`src/rtl/cpu_pkg.sv`:
```
`default_nettype none
// ============================================================================
// Module      : cpu_pkg
// Description : Shared encodings for the store-size datapath (store selects,
//               FSM states, lane widths).
// Revision    : 1.0 - initial release
// ============================================================================
package cpu_pkg;

    localparam logic [1:0] SS_BYTE = 2'b00;
    localparam logic [1:0] SS_HALF = 2'b01;
    localparam logic [1:0] SS_WORD = 2'b10;

    localparam int BYTE_W = 8;
    localparam int HALF_W = 16;
    localparam int WORD_W = 32;

    typedef enum logic [2:0] {
        ST_IDLE  = 3'd0,
        ST_READ  = 3'd1,
        ST_WRITE = 3'd2,
        ST_DONE  = 3'd3,
        ST_EXC   = 3'd4
    } ss_state_t;

endpackage
`default_nettype wire

```
`src/rtl/ss_merge.sv`:
```
`default_nettype none
// ============================================================================
// Module      : ss_merge
// Description : Combinational lane merge: replaces the selected byte/halfword
//               lane of oldWord with the low bits of data (little-endian).
// Revision    : 1.0 - initial release
// ============================================================================
module ss_merge
    import cpu_pkg::*;
(
    input  logic [WORD_W-1:0] oldWord,
    input  logic [WORD_W-1:0] data,
    input  logic [1:0]        sel,
    input  logic [1:0]        offset,
    output logic [WORD_W-1:0] merged
);

    always_comb begin
        merged = oldWord;
        case (sel)
            SS_BYTE: begin
                case (offset)
                    2'd0:    merged[7:0]   = data[BYTE_W-1:0];
                    2'd1:    merged[15:8]  = data[BYTE_W-1:0];
                    2'd2:    merged[23:16] = data[BYTE_W-1:0];
                    default: merged[31:24] = data[BYTE_W-1:0];
                endcase
            end
            SS_HALF: begin
                // offset[0] is guaranteed zero by the alignment check upstream
                if (offset[1]) merged[31:16] = data[HALF_W-1:0];
                else           merged[15:0]  = data[HALF_W-1:0];
            end
            SS_WORD: merged = data;
            default: merged = oldWord;
        endcase
    end

endmodule
`default_nettype wire

```
`src/rtl/store_size_unit.sv`:
```
`default_nettype none
// ============================================================================
// Module      : store_size_unit
// Description : Byte/halfword/word store sequencer; sub-word stores use a
//               read-modify-write through ss_merge.
// Revision    : 1.0 - initial release
// ============================================================================
module store_size_unit
    import cpu_pkg::*;
#(
    parameter int READ_LATENCY = 1
) (
    input  logic        clk,
    input  logic        reset,
    input  logic        start,
    input  logic [1:0]  storeSel,
    input  logic [31:0] addr,
    input  logic [31:0] rtData,
    input  logic [31:0] memRData,
    output logic [31:0] memAddr,
    output logic        memWr,
    output logic [31:0] memWData,
    output logic        busy,
    output logic        done,
    output logic        storeExc
);

    localparam int CNT_W = (READ_LATENCY < 1) ? 1 : $clog2(READ_LATENCY + 1);

    ss_state_t          r_state;
    logic [CNT_W-1:0]   r_cnt;
    logic [1:0]         r_sel;
    logic [1:0]         r_offset;
    logic [31:0]        r_data;
    logic [31:0]        r_memAddr;
    logic [31:0]        r_memWData;
    logic               r_memWr;
    logic               r_busy;
    logic               r_done;
    logic               r_storeExc;

    logic               w_misaligned;
    logic [31:0]        w_merged;

    assign w_misaligned = (storeSel == 2'b11)
                       || (storeSel == SS_HALF && addr[0])
                       || (storeSel == SS_WORD && addr[1:0] != 2'b00);

    ss_merge u_merge (
        .oldWord (memRData),
        .data    (r_data),
        .sel     (r_sel),
        .offset  (r_offset),
        .merged  (w_merged)
    );

    always_ff @(posedge clk) begin
        if (reset) begin
            r_state    <= ST_IDLE;
            r_cnt      <= '0;
            r_sel      <= SS_BYTE;
            r_offset   <= 2'b00;
            r_data     <= '0;
            r_memAddr  <= '0;
            r_memWData <= '0;
            r_memWr    <= 1'b0;
            r_busy     <= 1'b0;
            r_done     <= 1'b0;
            r_storeExc <= 1'b0;
        end else begin
            r_memWr    <= 1'b0;
            r_done     <= 1'b0;
            r_storeExc <= 1'b0;
            case (r_state)
                ST_IDLE: begin
                    if (start) begin
                        r_sel     <= storeSel;
                        r_offset  <= addr[1:0];
                        r_data    <= rtData;
                        r_memAddr <= {addr[31:2], 2'b00};
                        r_busy    <= 1'b1;
                        if (w_misaligned) begin
                            r_state    <= ST_EXC;
                            r_storeExc <= 1'b1;
                        end else if (storeSel == SS_WORD) begin
                            r_state    <= ST_WRITE;
                            r_memWr    <= 1'b1;
                            r_memWData <= rtData;
                        end else begin
                            r_state <= ST_READ;
                            r_cnt   <= CNT_W'(READ_LATENCY);
                        end
                    end
                end
                ST_READ: begin
                    if (r_cnt <= CNT_W'(1)) begin
                        r_memWData <= w_merged;
                        r_memWr    <= 1'b1;
                        r_cnt      <= '0;
                        r_state    <= ST_WRITE;
                    end else begin
                        r_cnt <= r_cnt - CNT_W'(1);
                    end
                end
                ST_WRITE: begin
                    r_done  <= 1'b1;
                    r_state <= ST_DONE;
                end
                ST_DONE, ST_EXC: begin
                    r_busy  <= 1'b0;
                    r_state <= ST_IDLE;
                end
                default: begin
                    r_busy  <= 1'b0;
                    r_state <= ST_IDLE;
                end
            endcase
        end
    end

    assign memAddr  = r_memAddr;
    assign memWr    = r_memWr;
    assign memWData = r_memWData;
    assign busy     = r_busy;
    assign done     = r_done;
    assign storeExc = r_storeExc;

endmodule
`default_nettype wire

```
`config.mk`:
```
export PLATFORM = sky130hd
export DESIGN_NAME = store_size_unit
export DESIGN_NICKNAME = d
export VERILOG_FILES = /design/src/rtl/cpu_pkg.sv /design/src/rtl/ss_merge.sv /design/src/rtl/store_size_unit.sv
export SDC_FILE = /design/constraint.sdc
export NUM_CORES = 1
export LEC_CHECK = 0
export CORE_MARGIN = 1.5
export CORE_UTILIZATION = 51
export DETAILED_ROUTE_END_ITERATION = 8
export PLACE_DENSITY = 0.94
export SLEW_MARGIN = 15
export SYNTH_ARGS = -nofsm -noshare
export SYNTH_HDL_FRONTEND = slang
export SYNTH_HIERARCHICAL = 1
export SYNTH_SLANG_ARGS = --single-unit
export TNS_END_PERCENT = 20
```
`constraint.sdc`:
```
create_clock -name clk -period 2.5 [get_ports clk]
set_input_delay 0.5 -clock clk [delete_from_list [all_inputs] [get_ports clk]]
set_output_delay 0.5 -clock clk [all_outputs]
set_load 0.02 [all_outputs]
```
**Word level (Yosys, flattened, before mapping)**

Cells that the tools add are included.

- Bits in registers: 106
- Bits of input ports: 101
- Output and inout port bits: 68
- Word-level logic and storage cells: 78

- $add $sub $neg: 1
- Magnitude comparators: 1
- Equality and inequality tests: 14
- Muxes and demuxes: 31
- Bitwise gates (word level): 3
- Reduce and logical (&&, ||, !) cells: 17

Operators with widths:

| cell | number |
|---|---|
| $mux 32 | 4 |
| $pmux 32 s3 | 1 |
| $pmux 32 s2 | 1 |
| $mux 16 | 2 |
| $mux 8 | 4 |
| $mux 1 | 11 |
| $ne 2x2->1 const B | 5 |
| $mux 3 | 3 |
| $pmux 3 s3 | 1 |
| $eq 2x2->1 const B | 4 |
| $eq 2x1->1 const B | 3 |
| $pmux 1 s2 | 3 |
| $reduce_and 2->1 | 3 |
| $reduce_or 3->1 | 2 |
| $reduce_and 5->1 | 1 |
| $logic_not 2->1 | 2 |
| $reduce_and 4->1 | 1 |
| $reduce_bool 2->1 | 2 |
| $eq 3x1->1 const B | 1 |
| $eq 3x2->1 const B | 1 |
| $logic_not 3->1 | 1 |
| $not 1->1 | 3 |
| $logic_and 1x1->1 | 2 |
| $logic_or 1x1->1 | 2 |
| 4 further kinds | 4 |

**Longest topological paths before layout**

Gate-level depths: netlist of run 1.

- Word-level depth: 7
- Gate-level depth with buffers: 7

**Hierarchy**

Netlist of run 1, hierarchy kept.

By module, submodules not included:

| module | instances | cells each | area an instance (µm²) | sequential area each (µm²) |
|---|---|---|---|---|
| store_size_unit | 1 | 536 | 4369.2 | 2102.0 |
| ss_merge | 1 | 127 | 993.5 | 0.0 |

**Worst setup path before layout of run 1**

Ideal clock, no wire load.

- Kind: input to register
- Start point: input addr[1]
- End point: register r_memWData[0], in the netlist memWData[0]
- Data arrival time: 1763 ps
- Data required time: 2419 ps
- Setup slack: 656 ps
- Stages on the path: 5
- Path buffers: 2
- Cells stage by stage: or4b_4 buf_6 buf_6 o31a_1 a211oi_2

- Word-level cells in the longest chain between the ends: 5

RTL lines:

| what | line | source |
|---|---|---|
| start, declared | store_size_unit.sv:17 | `input logic [31:0] addr,` |
| $reduce_bool 2->1 | store_size_unit.sv:47 | `\|\| (storeSel == SS_WORD && addr[1:0] != 2'b00);` |
| $logic_and 1x1->1 | store_size_unit.sv:47 |  |
| $logic_or 1x1->1 | store_size_unit.sv:47 |  |
| $ne 2x2->1 (no line) | n/a |  |
| $reduce_and 5->1 (no line) | n/a |  |
| end signal, assigned | store_size_unit.sv:88 | `r_memWData <= rtData;` |
| end signal, assigned | store_size_unit.sv:97 | `r_memWData <= w_merged;` |
| end, declared | store_size_unit.sv:36 | `logic [31:0] r_memWData;` |

Every way passes these cells.
A chain may end at the register's enable or synchronous reset.

**Worst setup path in the final report of run 1**

- Start point: input addr[0]
- End point: register r_memWData[15], in the netlist memWData[15]

- Word-level cells in the longest chain between the ends: 5
- Elaborated cells between the ends (all ways): 7
- Classes of those cells: eq/ne (1); reduce/logical (6)

RTL lines:

| what | line |
|---|---|
| $reduce_bool 2->1 / $logic_and 1x1->1 (equally long branches) | store_size_unit.sv:47, store_size_unit.sv:46 |
| $logic_and 1x1->1 / $logic_or 1x1->1 (equally long branches) | store_size_unit.sv:47, store_size_unit.sv:46 |
| $logic_or 1x1->1 (*) | store_size_unit.sv:47 |
| $ne 2x2->1 (no line) (*) | n/a |
| $reduce_and 5->1 (no line) (*) | n/a |

Mark *: on every way between the ends. The rest lies on a longest branch, timed or not.

==> insert_results.sql, run 1 <==
INSERT INTO impl_metrics (metric_group, metric, value, unit) VALUES
('floorplanning', 'core_area', '10300', 'um2'),
('floorplanning', 'floorplan.die_area', '11100', 'um2'),
('synth', 'synthesized_flop_and_latch_total', '105', ''),
('floorplanning', 'floorplan.initialDensity', '52.2', '%'),
('pwr', 'irDropWorstVdd', '0.395', 'mV'),
('sta', 'setup-violations-final', '0', ''),
('sta', 'max_freq', '464', 'MHz'),
('global_route', 'leftover_overflow_at_the_end_of_global_routing', '0', ''),
('floorplanning', 'placementRows', '37', ''),
('detailed_routing', 'route.detailed.vias_per_inst', '5.98', ''),
('clock_tree', 'holdBufCountCts', '0', ''),
('clock_tree', 'cts_tree', 'built', ''),
('clock_tree', 'cts-resized-gates', '0', ''),
('setup_path', 'timing.critical_path.fanout_max', '65', ''),
('floorplanning', 'die_h', '106', 'um'),
('clock_tree', 'clock_latency', '0.36', 'ns'),
('clock_tree', 'htree_levels', '3', ''),
('setup_path', 'critical_path.endpoint_type', 'register', ''),
('sta', 'hold_viol_final', '0', ''),
('detailed_routing', 'first_iter_violations', '622', ''),
('synth', 'synth_cell_type_count', '45', ''),
('detailed_routing', 'ant_nets', '0', ''),
('sta', 'tns', '0', 'ns'),
('global_route', 'antenna_found_initial', '0', ''),
('pwr', 'power.density', '590', 'nW/um2'),
('synth', 'yosysSeqAreaShare', '39.2', '%'),
('clock_tree', 'clock_tree.root_cell', 'sky130_fd_sc_hd__clkbuf_8', ''),
('run', 'cap_viol_max_count', '0', ''),
('detailed_routing', 'num_vias', '5595', ''),
('sta', 'slew_margin_rel', '60.7', '%'),
('sta', 'finalCriticalPeriod', '2.16', 'ns'),
('finish', 'num_antenna_cells', '0', ''),
('setup_path', 'path_class', 'in2reg', ''),
('sta', 'clock_skew', '0.0109', 'ns'),
('clock_tree', 'clkSinkCount', '105', ''),
('synth', 'synth_top_area_cell', 'sky130_fd_sc_hd__dfxtp_1', ''),
('synth', 'synth_top_area_share', '39.2', '%'),
('finish', 'mostFrequentLayoutCell', 'sky130_fd_sc_hd__clkdlybuf4s50_1', ''),
('global_route', 'grt_pass1_vias', '5529', ''),
('worst_hold_path', 'worstHoldPathType', 'reg2reg', ''),
('global_route', 'grt_most_used_layer', 'met2', ''),
('finish', 'layout_common_cells', '165 x sky130_fd_sc_hd__clkdlybuf4s50_1, 136 x sky130_fd_sc_hd__nand2_1, 105 x sky130_fd_sc_hd__dfxtp_1', ''),
('sta', 'tightestPinTransition', '0.588', 'ns'),
('global_route', 'grtUsageTotal', '29.8', '%'),
('global_route', 'gr-usage-met3', '6.00', '%'),
('status', 'status', 'completed', ''),
('setup_path', 'setup.worst_path.start_class', 'primary input', ''),
('clock_tree', 'max-clock-path-buffers', '2', ''),
('finish', 'syn2layout_area_growth', '36.9', '%'),
('global_route', 'met1_usage', '34.6', '%'),
('pwr', 'power_leakage', '0.00276', 'uW'),
('sta', 'setup_repair_after_global_routing_missed_its_margin', 'false', ''),
('detailed_routing', 'routed_len_inst', '17.9', 'um'),
('setup_path', 'crit_arrival', '2.42', 'ns'),
('clock_tree', 'cts_post_setup_buffers_inserted', '0', ''),
('placement', 'place_inst', '920', ''),
('setup_path', 'critPathRequiredTime', '2.77', 'ns'),
('placement', 'port_buffers', '166', ''),
('synth', 'synth.area.top_cells', 'sky130_fd_sc_hd__dfxtp_1 39%, sky130_fd_sc_hd__nand2_1 9.5%, sky130_fd_sc_hd__a21oi_1 6.4%, sky130_fd_sc_hd__a211oi_2 6.3%, sky130_fd_sc_hd__o31a_1 5.1%', ''),
('clock_tree', 'tritoncts.num_buffers', '9', ''),
('floorplanning', 'top_level_ports', '169', ''),
('finish', 'instances_no_fill', '936', ''),
('finish', 'fin_nets', '896', ''),
('detailed_routing', 'postRouteWirelength', '16800', 'um'),
('synth', 'yosysWarnings', '6', ''),
('global_route', 'grt_max_degree', '66', ''),
('detailed_routing', 'drt-pass1-iter-count', '5', ''),
('placement', 'place_congestion', '0.895', ''),
('global_route', 'global_route_track_usage_on_met2', '52.6', '%'),
('sta', 'finalMaxSlewViolations', '0', ''),
('clock_tree', 'clkSlewWorstSetupHoldPaths', '0.10', 'ns'),
('synth', 'number_of_instances_in_the_synthesized_netlist', '663', ''),
('global_route', 'wire_length_of_the_first_global_routing_pass', '26900', 'um'),
('floorplanning', 'floorplan.die.width', '106', 'um'),
('synth', 'syn-cell-area', '5360', 'um2'),
('synth', 'syn_area_per_cell', '8.09', 'um2'),
('sta', 'final.period_utilization', '86.2', '%'),
('detailed_routing', 'post-route-drc-count', '0', ''),
('placement', 'dp.final_hpwl', '11600', 'um'),
('finish', 'post_route_cells_drive_above_1_share', '9.88', '%');
power breakdown:
part,internal [uW],switching [uW]
clock,596,596
sequential,1810,111
combinational,584,637
per-layer routing:
layer,up-vias,part of all wire [%]
met5,-,0
met4,0,4.1
met3,69,9.5
met2,333,48
met1,2617,38
li1,2576,-
final timing paths:
path,startpoint,endpoint,slack [ns],cells after the start
worst max-delay path,addr[0],memWData[15],0.34,5
worst min-delay path,r_data[29],r_data[29],0.46,2
worst max register to register,r_sel[1],memWData[23],0.58,5
worst min register to register,r_data[29],r_data[29],0.46,2
cells in the mapped netlist:
cell type                  count
sky130_fd_sc_hd__a21oi_4       1
sky130_fd_sc_hd__or3b_1        2
sky130_fd_sc_hd__nor4_1        3
sky130_fd_sc_hd__dfxtp_1     105
sky130_fd_sc_hd__a31oi_2       1
sky130_fd_sc_hd__buf_4         2
sky130_fd_sc_hd__or2_1         2
sky130_fd_sc_hd__o21bai_1      1
sky130_fd_sc_hd__nand2_1     136
sky130_fd_sc_hd__conb_1        1
sky130_fd_sc_hd__and2_1        8
sky130_fd_sc_hd__o211ai_1      2
sky130_fd_sc_hd__o21ai_1      31
sky130_fd_sc_hd__a311o_1       1
sky130_fd_sc_hd__nor3_1        2
sky130_fd_sc_hd__nor2_4        1
sky130_fd_sc_hd__buf_1         5
sky130_fd_sc_hd__o31a_1       31
sky130_fd_sc_hd__a31oi_1       7
sky130_fd_sc_hd__a211oi_2     27
sky130_fd_sc_hd__or4b_1        1
sky130_fd_sc_hd__o21ai_0       2
sky130_fd_sc_hd__a21oi_2       1
sky130_fd_sc_hd__mux2_1        2
sky130_fd_sc_hd__clkbuf_1     39
sky130_fd_sc_hd__inv_1        33
sky130_fd_sc_hd__a221o_1      16
sky130_fd_sc_hd__o22ai_1       6
sky130_fd_sc_hd__buf_2        14
sky130_fd_sc_hd__nor4b_1       2
sky130_fd_sc_hd__buf_6         4
sky130_fd_sc_hd__and3_1        2
sky130_fd_sc_hd__a311oi_1      6
sky130_fd_sc_hd__or3_1         1
sky130_fd_sc_hd__a211oi_1     10
sky130_fd_sc_hd__mux2i_1       2
sky130_fd_sc_hd__nor2b_1      23
sky130_fd_sc_hd__mux2_4        8
sky130_fd_sc_hd__nand2b_1      1
sky130_fd_sc_hd__or4b_4        1
sky130_fd_sc_hd__a22o_1        8
sky130_fd_sc_hd__a32oi_1       2
sky130_fd_sc_hd__a21oi_1      69
sky130_fd_sc_hd__nor3b_1       9
sky130_fd_sc_hd__nor2_1       32
worst max-delay path, cell delays in order:
cell	delay, ns
sky130_fd_sc_hd__clkdlybuf4s50_1	0.51
sky130_fd_sc_hd__or4b_4	0.57
sky130_fd_sc_hd__buf_12	0.21
sky130_fd_sc_hd__o31a_1	0.31
sky130_fd_sc_hd__a211oi_1	0.27
kinds of logic (layout without fill, tap and decap cells):
kind of cell           after synthesis  in the layout  synth area share, %
buffers and inverters               97            233                 7.82
and+or+nand+nor                    226            226                 19.2
DFF                                105            105                 39.2
muxes                               12             12                 3.03
AOI/OAI and AO/OA                  222            222                 30.7
other                                1              2               0.0699
stage by stage:
| stage | util, % | power (uW) | setup WS (ns) | cell area, um2 | hold WS [ns] |
|---|---|---|---|---|---|
| global placement | 69.2 | 3110 | 0.124 | 7120 | 0.438 |
| detailed placement | 69.2 | 3150 | 0.0304 | 7120 | 0.442 |
| global route | 71.4 | 4510 | 0.352 | 7340 | 0.485 |
| finish | 71.4 | 4330 | 0.345 | 7340 | 0.458 |
| CTS | 71.4 | 4330 | 0.409 | 7340 | 0.456 |
| floorplan | - | 2630 | 0.656 | 5370 | 0.432 |
state kept, by name, indices dropped and copies added, names as in the netlist:
signal,cells
storeExc,1
memWr,1
busy,1
memAddr,30
r_data,32
done,1
memWData,32
r_state,3
r_sel,2
r_offset,2
area by class of cell:
cell class,count,area (um2)
Sequential cell,105,2100
Fill cell,777,2940
Clock inverter,6,87.6
Multi-Input combinational cell,462,2850
Inverter,33,124
Clock buffer,10,138
Timing Repair Buffer,184,1870
Tap cell,136,170
Note: power is estimated with default switching activity, not from simulation.
==> run 2, diff against run 1 <==
- CTS_CLUSTER_DIAMETER: not set -> 40
- SLEW_MARGIN: 15 -> 40
==> results of run 2 <==
No change in the layout: final DEF, timing and power equal those of run 1.
==> run 3, diff against run 2 <==
- CORE_MARGIN: 1.5 -> not set
==> run 3 against run 2 <==
  * Clock skew grew 0.0038 ns
  * Clock power rose by 3%
  * Critical endpoint is now memWData[21]
  * Sequential cell count is the same
  * Critical path depth did not move
  * Sequential share of layout area increased by 0.073 points
  * Utilization decreased by 0.18 points
  * Critical path type unchanged
==> insert_results.sql, run 3 (synthesized netlist as in run 1, its figures left out) <==
INSERT INTO impl_metrics (metric_group, metric, value, unit) VALUES
('status', 'status', 'completed', ''),
('global_route', 'gr-usage-met3', '7.67', '%'),
('clock_tree', 'max-clock-path-buffers', '2', ''),
('sta', 'clock_skew', '0.0147', 'ns'),
('setup_path', 'timing.critical_path.fanout_max', '65', ''),
('sta', 'finalMaxSlewViolations', '0', ''),
('worst_hold_path', 'hold_depth', '2', ''),
('detailed_routing', 'ant_nets', '0', ''),
('sta', 'setup-violations-final', '0', ''),
('global_route', 'leftover_overflow_at_the_end_of_global_routing', '0', ''),
('clock_tree', 'tritoncts.num_buffers', '9', ''),
('finish', 'num_antenna_cells', '0', ''),
('placement', 'place_congestion', '0.877', ''),
('sta', 'final.hold.worst_slack', '0.462', 'ns'),
('pwr', 'power.density', '594', 'nW/um2'),
('detailed_routing', 'post-route-drc-count', '0', ''),
('setup_path', 'maximum_single_stage_delay_on_the_critical_path', '0.57', 'ns'),
('global_route', 'grt_pass1_vias', '5497', ''),
('setup_path', 'critical_path.cell_chain', 'clkdlybuf4s50_1, or4b_4, buf_12, o31a_1, a211oi_2', ''),
('setup_path', 'rr_startpoint', 'r_state[0]', ''),
('clock_tree', 'holdBufCountCts', '0', ''),
('sta', 'finalCriticalPeriod', '2.08', 'ns'),
('sta', 'setup_repair_after_global_routing_missed_its_margin', 'false', ''),
('pwr', 'irDropWorstVdd', '0.315', 'mV'),
('pwr', 'power_leakage', '0.00275', 'uW'),
('global_route', 'antenna_found_initial', '0', ''),
('detailed_routing', 'first_iter_violations', '462', ''),
('floorplanning', 'die_h', '105', 'um'),
('floorplanning', 'core_area', '10300', 'um2'),
('global_route', 'grt_max_degree', '66', ''),
('floorplanning', 'top_level_ports', '169', ''),
('run', 'cap_viol_max_count', '0', ''),
('global_route', 'met1_usage', '35.9', '%'),
('finish', 'mostFrequentLayoutCell', 'sky130_fd_sc_hd__clkdlybuf4s50_1', ''),
('sta', 'tightestPinTransition', '0.601', 'ns'),
('detailed_routing', 'drt-pass1-iter-count', '5', ''),
('clock_tree', 'clock_latency', '0.38', 'ns'),
('setup_path', 'slowest_stage', 'sky130_fd_sc_hd__or4b_4', ''),
('worst_hold_path', 'worstHoldEndpoint', 'r_data[30]', ''),
('setup_path', 'worstRegToRegCells', '4', ''),
('placement', 'pre_cts_ws', '0.0559', 'ns'),
('setup_path', 'r2r-end', 'memWData[21]', ''),
('sta', 'final.period_utilization', '83.4', '%'),
('clock_tree', 'htree_levels', '3', ''),
('placement', 'dp.final_hpwl', '11300', 'um'),
('sta', 'layout_setup_ws', '0.416', 'ns'),
('clock_tree', 'clkSlewWorstSetupHoldPaths', '0.10', 'ns'),
('floorplanning', 'floorplan.die_area', '10900', 'um2'),
('finish', 'syn2layout_area_growth', '36.6', '%'),
('sta', 'hold_viol_final', '0', ''),
('setup_path', 'setup.worst_path.start_class', 'primary input', ''),
('clock_tree', 'cts_tree', 'built', ''),
('setup_path', 'worst-r2r-setup-slack', '0.57', 'ns'),
('detailed_routing', 'postRouteWirelength', '16100', 'um'),
('clock_tree', 'cts_post_setup_buffers_inserted', '0', ''),
('sta', 'max_freq', '480', 'MHz'),
('global_route', 'wire_length_of_the_first_global_routing_pass', '26300', 'um'),
('detailed_routing', 'num_vias', '5557', ''),
('detailed_routing', 'routed_len_inst', '17.3', 'um'),
('sta', 'slew_margin_rel', '59.9', '%'),
('floorplanning', 'floorplan.die.width', '105', 'um'),
('clock_tree', 'clkSinkCount', '105', ''),
('placement', 'port_buffers', '166', ''),
('setup_path', 'path_class', 'in2reg', ''),
('clock_tree', 'clock_tree.root_cell', 'sky130_fd_sc_hd__clkbuf_8', ''),
('finish', 'post_route_cells_drive_above_1_share', '9.76', '%'),
('global_route', 'grtUsageTotal', '29.7', '%'),
('global_route', 'grt_most_used_layer', 'met2', ''),
('detailed_routing', 'route.detailed.vias_per_inst', '5.94', ''),
('finish', 'fillers', '756', ''),
('global_route', 'global_route_track_usage_on_met2', '48.2', '%'),
('setup_path', 'critPathRequiredTime', '2.79', 'ns'),
('worst_hold_path', 'worstHoldPathType', 'reg2reg', ''),
('floorplanning', 'floorplan.initialDensity', '52.2', '%'),
('setup_path', 'critical_path.endpoint_type', 'register', ''),
('sta', 'tns', '0', 'ns'),
('finish', 'fin_nets', '895', ''),
('finish', 'layout_common_cells', '165 x sky130_fd_sc_hd__clkdlybuf4s50_1, 136 x sky130_fd_sc_hd__nand2_1, 105 x sky130_fd_sc_hd__dfxtp_1', ''),
('floorplanning', 'placementRows', '37', ''),
('clock_tree', 'cts-resized-gates', '0', ''),
('worst_hold_path', 'worst_hold_startpoint', 'r_data[30]', ''),
('setup_path', 'crit_arrival', '2.37', 'ns');
[run 3: routing by layer]
| layer | vias to the layer above | share of wire, % |
|---|---|---|
| met3 | 59 | 9.7 |
| met1 | 2617 | 38 |
| li1 | 2577 | - |
| met5 | - | 0 |
| met2 | 304 | 48 |
| met4 | 0 | 4.0 |
[run 3: worst max path at each step]
stage	from	to	cells after the start
2_1_floorplan	addr[1]	memWData[0]	5
3_3_place_gp	addr[0]	memWData[14]	5
3_5_place_dp	addr[0]	memWData[21]	5
4_1_cts	addr[0]	memWData[21]	5
5_1_grt	addr[0]	memWData[21]	5
6_report	addr[0]	memWData[21]	5
[run 3: area by class of cell]
class	count	area, um2	area share, %
clock buffer	12	165	2.26
clock inverter	4	73.8	1.01
multi-input combinational	462	2850	38.9
inverter	33	124	1.69
tap	136	170	2.32
timing repair buffer	183	1840	25.1
sequential	105	2100	28.7
[run 3: metrics by stage]
step / instances / area (um2) / total power (uW) / util, %
floorplan: 664 / 5370 / 2630 / -
global placement: 919 / 7080 / 3090 / 68.9
detailed placement: 919 / 7080 / 3140 / 68.9
CTS: 935 / 7320 / 4350 / 71.3
global route: 935 / 7320 / 4530 / 71.3
finish: 935 / 7320 / 4350 / 71.3
[run 3: critical path: cells and delay by family]
kind / cells / cell delay (ns)
AND/OR/NAND/NOR: 1 / 0.57
AO/OA/AOI/OAI: 2 / 0.57
buffers and inverters: 2 / 0.70
[run 3: report_power, final]
part	switching, uW	internal [uW]	total [uW]
clock network	583	647	1230
logic	628	574	1200
registers	109	1810	1920
total	1320	3030	4350
